[config.mk]
export PLATFORM = sky130hd
export DESIGN_NAME = drop_statemachine
export DESIGN_NICKNAME = d
export VERILOG_FILES = /design/src/rtl/drop_statemachine.sv
export SDC_FILE = /design/constraint.sdc
export NUM_CORES = 1
export LEC_CHECK = 0
export ABC_AREA = 1
export ABC_CLOCK_PERIOD_IN_PS = 1800
export CORE_MARGIN = 2
export CORE_UTILIZATION = 48
export DETAILED_ROUTE_END_ITERATION = 6
export PLACE_DENSITY = 0.76
export SYNTH_ARGS = -nofsm -noshare
export SYNTH_HDL_FRONTEND = slang
export SYNTH_SLANG_ARGS = --single-unit
[constraint.sdc]
create_clock -name clk -period 1.8 [get_ports clk]
set_clock_uncertainty 0.2 [all_clocks]
set_input_delay 0.36 -clock clk [delete_from_list [all_inputs] [get_ports clk]]
set_output_delay 0.36 -clock clk [all_outputs]
set_load 0.02 [all_outputs]
[src/rtl/drop_statemachine.sv]
// Connect-4 board writer: clears the board, or drops a piece into the lowest empty cell of a column and runs the win checker.
// Latency: drop to row k gives done after 2k+4 cycles plus the checker time; a clear takes 9 cycles; a full column gives col_full after 17.
// Backpressure: requests are sampled only in IDLE; busy is high otherwise and requests made while busy are dropped, not queued.
module drop_statemachine (
    input  logic        clk,
    input  logic        rst,
    input  logic        drop_req,
    input  logic [2:0]  drop_col,
    input  logic        player,
    input  logic        board_clr,
    output logic [2:0]  ram_addr,
    output logic        ram_r_en,
    input  logic [15:0] ram_r_val,
    output logic        ram_w_en,
    output logic [15:0] ram_w_val,
    output logic        check_en,
    input  logic        check_done,
    output logic        busy,
    output logic        done,
    output logic        col_full,
    output logic [2:0]  placed_row
);

    typedef enum logic [2:0] {IDLE, CLR, RD, WT, WR, CHK, FIN, REJ} state_t;

    state_t      state;
    logic [2:0]  row;
    logic [2:0]  col;
    logic        ply;
    logic [15:0] rowbuf;

    logic [3:0]  cell_lsb;
    logic [1:0]  rd_cell;
    logic [15:0] cell_mask;
    logic [15:0] piece;
    logic [15:0] merged;

    assign cell_lsb  = {col, 1'b0};
    assign rd_cell   = ram_r_val[cell_lsb +: 2];
    assign cell_mask = 16'h0003 << cell_lsb;
    assign piece     = {14'd0, (ply ? 2'b10 : 2'b01)} << cell_lsb;
    assign merged    = (rowbuf & ~cell_mask) | piece;

    always_ff @(posedge clk or posedge rst) begin
        if (rst) begin
            state      <= IDLE;
            row        <= 3'd0;
            col        <= 3'd0;
            ply        <= 1'b0;
            rowbuf     <= 16'h0000;
            placed_row <= 3'd0;
        end else begin
            case (state)
                IDLE: begin
                    // Clear wins over a simultaneous drop; the drop is discarded.
                    if (board_clr) begin
                        row   <= 3'd0;
                        state <= CLR;
                    end else if (drop_req) begin
                        col   <= drop_col;
                        ply   <= player;
                        row   <= 3'd0;
                        state <= RD;
                    end
                end
                CLR: begin
                    if (row == 3'd7) state <= FIN;
                    else             row   <= row + 3'd1;
                end
                RD:  state <= WT;
                WT: begin
                    rowbuf <= ram_r_val;
                    if (rd_cell == 2'b00) begin
                        state <= WR;
                    end else if (row == 3'd7) begin
                        state <= REJ;
                    end else begin
                        row   <= row + 3'd1;
                        state <= RD;
                    end
                end
                WR: begin
                    placed_row <= row;
                    state      <= CHK;
                end
                CHK: if (check_done) state <= FIN;
                FIN: state <= IDLE;
                REJ: state <= IDLE;
                default: state <= IDLE;
            endcase
        end
    end

    // Outputs decode the state register only, so reset clears them at once.
    always_comb begin
        ram_addr  = 3'd0;
        ram_r_en  = 1'b0;
        ram_w_en  = 1'b0;
        ram_w_val = 16'h0000;
        check_en  = 1'b0;
        done      = 1'b0;
        col_full  = 1'b0;
        busy      = (state != IDLE);
        case (state)
            CLR: begin
                ram_addr = row;
                ram_w_en = 1'b1;
            end
            RD: begin
                ram_addr = row;
                ram_r_en = 1'b1;
            end
            WR: begin
                ram_addr  = row;
                ram_w_en  = 1'b1;
                ram_w_val = merged;
            end
            CHK:     check_en = 1'b1;
            FIN:     done     = 1'b1;
            REJ:     col_full = 1'b1;
            default: ;
        endcase
    end

endmodule
Yosys cells after proc, flatten, opt, wreduce, memory -nomap -nowiden
Index checks and enable logic that the tools add are counted.
{"block": "word_totals", "ff_bits": 29, "inputBits": 25, "out_inout_bits": 28, "word_cells": 56}
{"block": "classes", "addsub": 1, "n_eq_ne": 12, "shift": 3, "muxes": 20, "n_bitwise": 4, "n_reduce_logical": 10}
{"operator": "$mux W3", "count": 11}
{"operator": "$pmux W3 S7", "count": 1}
{"operator": "$and A16 B16 Y16", "count": 1}
{"operator": "$mux W16", "count": 1}
{"operator": "$not A16 Y16", "count": 1}
{"operator": "$or A16 B16 Y16", "count": 1}
{"operator": "$shiftx A16 B5 Y2", "count": 1}
{"operator": "$shl A2 B4 Y16", "count": 1}
{"operator": "$shl A2 B4 Y16 const A", "count": 1}
{"operator": "$eq A3 B3 Y1 const B", "count": 5}
{"operator": "$pmux W3 S3", "count": 1}
{"operator": "$reduce_and A3 Y1", "count": 3}
{"operator": "$eq A3 B2 Y1 const B", "count": 2}
{"operator": "$ne A2 B2 Y1 const B", "count": 3}
{"operator": "$reduce_bool A3 Y1", "count": 2}
{"operator": "$mux W1", "count": 5}
{"operator": "$reduce_or A2 Y1", "count": 2}
{"operator": "$add A3 B1 Y3 const B", "count": 1}
{"operator": "$eq A3 B1 Y1 const B", "count": 1}
{"operator": "$logic_not A3 Y1", "count": 1}
{"operator": "$ne A3 B3 Y1 const B", "count": 1}
{"operator": "$reduce_or A3 Y1", "count": 1}
{"operator": "$logic_not A2 Y1", "count": 1}
{"operator": "$mux W2", "count": 1}
{"operator": "$not A1 Y1", "count": 1}

Depth between registers and ports, before layout
Gate-level depths: netlist of the first run.
{"block": "logic_depth", "depth_word": 5, "mapped_depth": 11, "ltp_nobuf": 11}

Worst setup path before layout of the first run
Ideal clock, no wire load.
{"block": "synth_path", "path_kind": "flip-flop to output port", "from": "register state[2]", "to": "output port ram_addr[0]", "arrival_ps": 1484, "t_required_ps": 1240, "setup_slack_ps": -244, "path_stages_with_launch": 6, "cell_sequence": "dfrtp_1 > buf_6 > nor3_1 > or2_2 > nand2_1 > inv_1"}
{"block": "synth_between", "elab_chain_cells": 3, "word_cells_on_any_way": 5, "classes_between": "3 x eq/ne; 1 x mux; 1 x reduce/logical"}
{"element": "start, declared", "line_no": "26", "text": "state_t state;"}
{"element": "start signal, assigned", "line_no": "46", "text": "state <= IDLE;"}
{"element": "start signal, assigned", "line_no": "58", "text": "state <= CLR;"}
{"element": "start signal, assigned", "line_no": "63", "text": "state <= RD;"}
{"element": "$eq A3 B3 Y1, or another cell as far along", "line_no": "104", "text": "case (state)"}
{"element": "$reduce_or A3 Y1 (no line) (*)"}
{"element": "$mux W3 (*)", "line_no": "104"}
{"element": "end, declared", "line_no": "11", "text": "output logic [2:0] ram_addr,"}
Mark *: on every way between the ends. The rest lies on a longest branch, timed or not.

Worst setup path after layout of the first run
{"block": "layout_path", "from": "register col[0]", "to": "output port ram_w_val[4]"}
{"block": "layout_between", "elab_chain_cells": 5, "word_cells_on_any_way": 6, "classes_between": "2 x shift; 1 x mux; 3 x bitwise"}
{"element": "start, declared", "line_no": "28", "text": "logic [2:0] col;"}
{"element": "start signal, assigned", "line_no": "60", "text": "col <= drop_col;"}
{"element": "$shl A2 B4 Y16", "line_no": "40", "text": "assign cell_mask = 16'h0003 << cell_lsb;"}
{"element": "$not A16 Y16", "line_no": "42", "text": "assign merged = (rowbuf & ~cell_mask) | piece;"}
{"element": "$and A16 B16 Y16", "line_no": "42"}
{"element": "$or A16 B16 Y16 (*)", "line_no": "42"}
{"element": "$mux W16 (*)", "line_no": "104"}
{"element": "end, declared", "line_no": "15", "text": "output logic [15:0] ram_w_val,"}
Marks and branches as above.

==> out/summary.json, run 1 <==
{
  "dpl_worst_slack_ps": -535,
  "synth.largest_area_cell": "sky130_fd_sc_hd__dfrtp_1",
  "dp_cells": 393,
  "gp_congestion": 0.823,
  "distinct_cell_type_count_after_synthesis": 30,
  "grt_start_max_net_pins": 30,
  "postRouteWirelength_um": 7200,
  "cts_made_buffers": 5,
  "timing.critical_path.required_ps": 1240,
  "clk_pin_slew_worst_paths_ps": 70,
  "hpwlAfterDp_um": 3600,
  "synth.top_cells.by_count": "sky130_fd_sc_hd__nand2_1 (65), sky130_fd_sc_hd__inv_1 (45), sky130_fd_sc_hd__nor2_1 (41)",
  "via_per_inst": 5.32,
  "final_antenna_net_count": 0,
  "diodes": 0,
  "fin_ws_ps": -387,
  "detail_route.wl_per_cell_um": 17.0,
  "cp_max_fo": 4,
  "seq_area_frac_synth_pct": 39.1,
  "postSynthAreaPerCell_um2": 7.16,
  "fin_cells": 422,
  "fin_crit_sh_pct": 122,
  "placement_rows": 22,
  "worstRegToRegCells": 8,
  "timing_worst_setup_path_type": "register to output pin",
  "drtIter0Drc": 194,
  "htreeDepth": 2,
  "die_height_um": 66.2,
  "most_instantiated_library_cell_after_synthesis": "sky130_fd_sc_hd__nand2_1",
  "drt_drc_violations_left": 0,
  "floorplan.initialDensity_pct": 50.3,
  "slew_violations": 0,
  "postSynthCellCount": 259,
  "synthesis.nets": 286,
  "yosys_most_used_dff": "sky130_fd_sc_hd__dfrtp_1",
  "core-area_um2": 3690,
  "grt_setup_unrepaired": "true",
  "number_of_global_route_vias_before_repair": 2062,
  "power.ir.vdd_worst_mv": 1.39,
  "top_level_ports": 53,
  "cts_num_sinks": 29,
  "synth_edf_count": 0,
  "grt-ovfl-total": 0,
  "report.final.setup_viol": 30,
  "critical_path_arrival_ps": 1630,
  "antenna_violations_before_repair": 0,
  "synth.ff_latch_count": 29,
  "final.hold.worst_slack_ps": 257,
  "layout-drive-gt1-share_pct": 48.1,
  "vias": 2245,
  "setup.worst_path.start_class": "register",
  "design_power_total_w": 0.00607,
  "run_status": "complete, but fails checks",
  "i_o_buffers": 52,
  "cts-root-buf": "sky130_fd_sc_hd__clkbuf_8",
  "drt-pass1-iter-count": 5,
  "clk_latency_ps": 290,
  "die_x_um": 66.2,
  "groute.usage.overall_pct": 26.4,
  "p_leak_nw": 1.71,
  "setup_tns_ps": -6670,
  "first_pass_grt_wire_length_um": 8690,
  "powerDensity_nw_per_um2": 1850,
  "fillCellCount": 166,
  "clock.fmax_mhz": 457,
  "synth-warning-count": 0,
  "layout_min_cycle_time_ps": 2190,
  "flow.area_growth_from_synthesis_pct": 77.3,
  "worst-slew-pin-transition_ps": 392,
  "end_kind": "output pin",
  "synth_top_area_share_pct": 39.1,
  "cts_buffer_depth": 2,
  "max_slew_margin_pct": 73.9,
  "failed_checks": "negative setup slack",
  "min_path_type": "input port to async pin",
  "netlist_area_um2": 1850,
  "netlist_top_cells_area": "sky130_fd_sc_hd__dfrtp_1 (39%), sky130_fd_sc_hd__nand2_1 (13%), sky130_fd_sc_hd__inv_1 (9.1%)",
  "cts_tree": "yes",
  "die_area_um2": 4380,
  "fin_nets": 401,
  "finalHoldViolCount": 0,
  "asyncSetResetFlopFracSynth_pct": 100,
  "max_cap_violation_count": 0
}
critical path, cell delays in order, from the launching register on:
cell,delay (ps)
sky130_fd_sc_hd__dfrtp_1,440
sky130_fd_sc_hd__inv_2,140
sky130_fd_sc_hd__nand2_4,100
sky130_fd_sc_hd__nor2_4,110
sky130_fd_sc_hd__inv_2,40
sky130_fd_sc_hd__nor2_1,140
sky130_fd_sc_hd__inv_1,60
sky130_fd_sc_hd__a21oi_1,140
sky130_fd_sc_hd__buf_4,160
report_power, final:
group | total (W) | switching [W] | internal [W] | leakage, nW
registers | 0.00127 | 0.000309 | 0.000961 | 0.356
logic | 0.00423 | 0.00231 | 0.00192 | 1.31
clock network | 0.000571 | 0.000268 | 0.000303 | 0.0443
total | 0.00607 | 0.00289 | 0.00318 | 1.71
kinds of logic after synthesis:
kind of cell,count (synthesis),synth area share [%]
simple gates,129,31.8
mux,4,2.63
buf+inv,56,13.2
fa+ha+maj,2,1.35
compound gates,39,11.8
flops,29,39.1
layout by cell type, fill, tap and decap left out, drive strengths merged:
cell type      count
buf               87
nand2             72
inv               50
nor2              45
dfrtp             29
clkdlybuf4s50     24
a21oi             19
o21ai             14
clkbuf             7
nand3              6
nor3               5
o21bai             4
mux2               4
dlymetal6s2s       3
ha                 2
o22ai              1
or2                1
a211oi             1
state kept, by name, summed over array words and instances (netlist names):
signal and cells:
placed_row 3, col 3, ply 1, row 3, rowbuf 16, state 3
per-stage QoR:
stage               instance area, um2  util (%)
CTS                               3020      81.8
detailed placement                2750      74.4
floorplan                         1900         -
global placement                  2750      74.4
finish                            3290      89.1
global route                      3290      89.1
area by class of cell:
class | count | area [um2] | area share (%)
clock buffer | 7 | 86.3 | 2.63
inverter | 50 | 205 | 6.24
multi-input combinational | 174 | 1160 | 35.3
sequential | 29 | 729 | 22.2
tap | 48 | 60.1 | 1.83
timing repair buffer | 114 | 1050 | 31.8
metal layers:
metal / routed length, um / vias up / track usage, %
met1: 2640 / 1048 / 29.0
met5: 0 / - / 0
met2: 3740 / 135 / 47.0
met3: 468 / 40 / 5.11
li1: - / 1022 / -
met4: 344 / 0 / 15.1
path summary, 6_finish.rpt:
path | startpoint | end | slack [ps]
worst max register to register | col[1] | state[2] | -60
worst min-delay path | rst | rowbuf[5] | 260
worst min register to register | rowbuf[13] | rowbuf[13] | 290
worst max-delay path | col[0] | ram_w_val[4] | -390
max in group asynchronous | rst | col[2] | 830
min in group clk | rowbuf[13] | rowbuf[13] | 290
timing repair:
action	in CTS	in global routing
gates resized for setup	177	64
cloned	0	0
hold endpoints to repair	0	0
endpoints found under the setup margin	28	37
hold buffers	0	0
buffers inserted	13	16
pin swaps	8	29
Power figures use the tool's default switching activity.
==> run 2: changes to the inputs <==
--- a/config.mk
+++ b/config.mk
@@ -7,6 +7,7 @@
 export LEC_CHECK = 0
 export ABC_AREA = 1
 export ABC_CLOCK_PERIOD_IN_PS = 1800
+export CAP_MARGIN = 30
 export CORE_MARGIN = 2
 export CORE_UTILIZATION = 48
 export DETAILED_ROUTE_END_ITERATION = 6
==> results of run 2 <==
The final DEF is identical to that of run 1; final timing and power are the same.
==> patch (flow settings as in run 1) <==
Re-encode `state_t` (8 states) as one-hot, 8 bits wide.
--- a/src/rtl/drop_statemachine.sv
+++ b/src/rtl/drop_statemachine.sv
@@ -23,3 +23,3 @@
 
-    typedef enum logic [2:0] {IDLE, CLR, RD, WT, WR, CHK, FIN, REJ} state_t;
+    typedef enum logic [7:0] {IDLE = 8'b00000001, CLR = 8'b00000010, RD = 8'b00000100, WT = 8'b00001000, WR = 8'b00010000, CHK = 8'b00100000, FIN = 8'b01000000, REJ = 8'b10000000} state_t;
 
Check against the original RTL: no difference found for any inputs over 10 cycles, from zero or initial values and one cycle with rst high; not proved beyond that.
==> patch against run 1 <==
The run still ends with setup timing left. Maximum frequency shrank 3.7%. Via count up 3.6%. Synthesized cell count grew 13%. Global-route usage shrank 1.6 points. Wire length shrank 6.0%. Power fell by 31%. Clock power rose by 3%. Final area increased by 2.7%. Area after synthesis grew 12%. Sequential cell count rose by 5. Worst setup slack got worse by 84 ps. Hold slack worse by 43 ps. Register-to-register slack worse by 40 ps. Critical path type unchanged. Largest cell class unchanged.
==> patch: results (changes against run 1) <==
| Metric | Value |
|---|---|
| Compound-cell area share of the yosys netlist | `0.111 (-0.00704)` |
| First-pass GRT wire length | `9.67 mm (+11%)` |
| First drt pass iteration count | `4 (-1)` |
| Dpl cell area | `0.00291 mm^2 (+5.9%)` |
| Cells after Synth | `292 (+13%)` |
| Adder-cell area share of the yosys netlist | `0.0121 (-0.00143)` |
| Syn nets | `319 (+12%)` |
| Finish-stage setup viols | `34 (+13%)` |
| Resized Gates After CTS | `164 (-7.3%)` |
| Via-per-instance ratio | `5.16 (-3.1%)` |
| Final worst slack | `-471 ps (-84.3 ps)` |
| GPL Wtd Cong | `0.848 (+3.1%)` |
| Synth Flop Type | `dfrtp_1` |
| Post-DP HPWL | `4.02 mm (+12%)` |
| Slew Limit Fails | `0 (unchanged)` |
| CTS tree | `built` |
| Number of global-route vias before repair | `2,138 (+3.7%)` |
| Bufs and invs on worst path | `5 (+1)` |
| Reg2reg end | `state[0]` |
| Peak supply drop | `0.730 mV (-47%)` |
| Post-CTS Setup Repair Bufs | `10 (-3)` |
| WHS | `215 ps (-42.5 ps)` |
| Failing checks | `setup timing` |
| Fraction of registers with async set/reset | `1.00 (unchanged)` |
| Distinct cell type count after synthesis | `29 (-3.3%)` |
| Worst Tran Pin Value | `433 ps (+40.5 ps)` |
| Placed cells | `426 (+8.4%)` |
| Top cells by area, synth | `dfrtp_1 (40%), nand2_1 (16%), inv_1 (11%)` |
| Pre-CTS WS | `-648 ps (-113 ps)` |
| Share of cells above drive strength 1 | `0.387 (-0.0947)` |
| Reg2Reg Depth | `9 (+1)` |
| Lkg Pwr | `0.00191 uW (+12%)` |
| Routed wire length | `6.77 mm (-6.0%)` |
| Worst path top cell family by delay | `buffers and inverters` |
| Final setup TNS | `-10,230 ps (-3550 ps)` |
| Outcome | `finished, violations left` |
| CP peak stage delay | `390 ps (-50 ps)` |
| FF-to-FF setup slack | `-100 ps (-40 ps)` |
| R2R Path Start | `state[0]` |
| Pin count of the biggest net entering global routing | `35 (+17%)` |
| Initial DRC Count | `165 (-15%)` |
| GRT Resource Usage Total | `0.248 (-0.0162)` |
| Worst Path Arrival | `1710 ps (+80 ps)` |
| Mux cell area share after synthesis | `0 (-0.0263)` |
| Post-synth top cells | `nand2_1 (87), inv_1 (63), dfrtp_1 (33)` |
patch: worst max path at each step:
stage | start | endpoint | slack (ps) | depth (start not counted)
after floorplan | state[3] | col_full | -140 | 5
after global placement | state[0] | ram_w_val[7] | -550 | 8
after detailed placement | state[2] | ram_w_val[3] | -650 | 8
after CTS | col[0] | ram_w_val[12] | -400 | 10
after global routing | state[3] | ram_w_val[11] | -560 | 9
final | state[3] | ram_w_val[9] | -470 | 9
patch: where the power goes:
group / internal (uW) / switching, uW
Combinational: 1010 / 1310
Clock: 309 / 278
Sequential: 1040 / 228
patch: area by class of cell:
type	instances	area, um^2
multi-input cells	187	1100
repair buffers	103	976
flip-flops and latches	34	855
fillers	240	711
inverters	67	267
clock buffers	7	86.3
well taps	50	62.6
repair inverters	2	25.0
clock inverters	1	5.00
patch: routing by layer:
metal  track usage  vias up  part of all wire  wire length, um
li1              -     1105                 -                -
met1         0.312     1100              0.38             2570
met2         0.431      103              0.53             3550
met3        0.0538       17             0.067              454
met4        0.0662        0             0.028              192
met5             0        -                 0                0
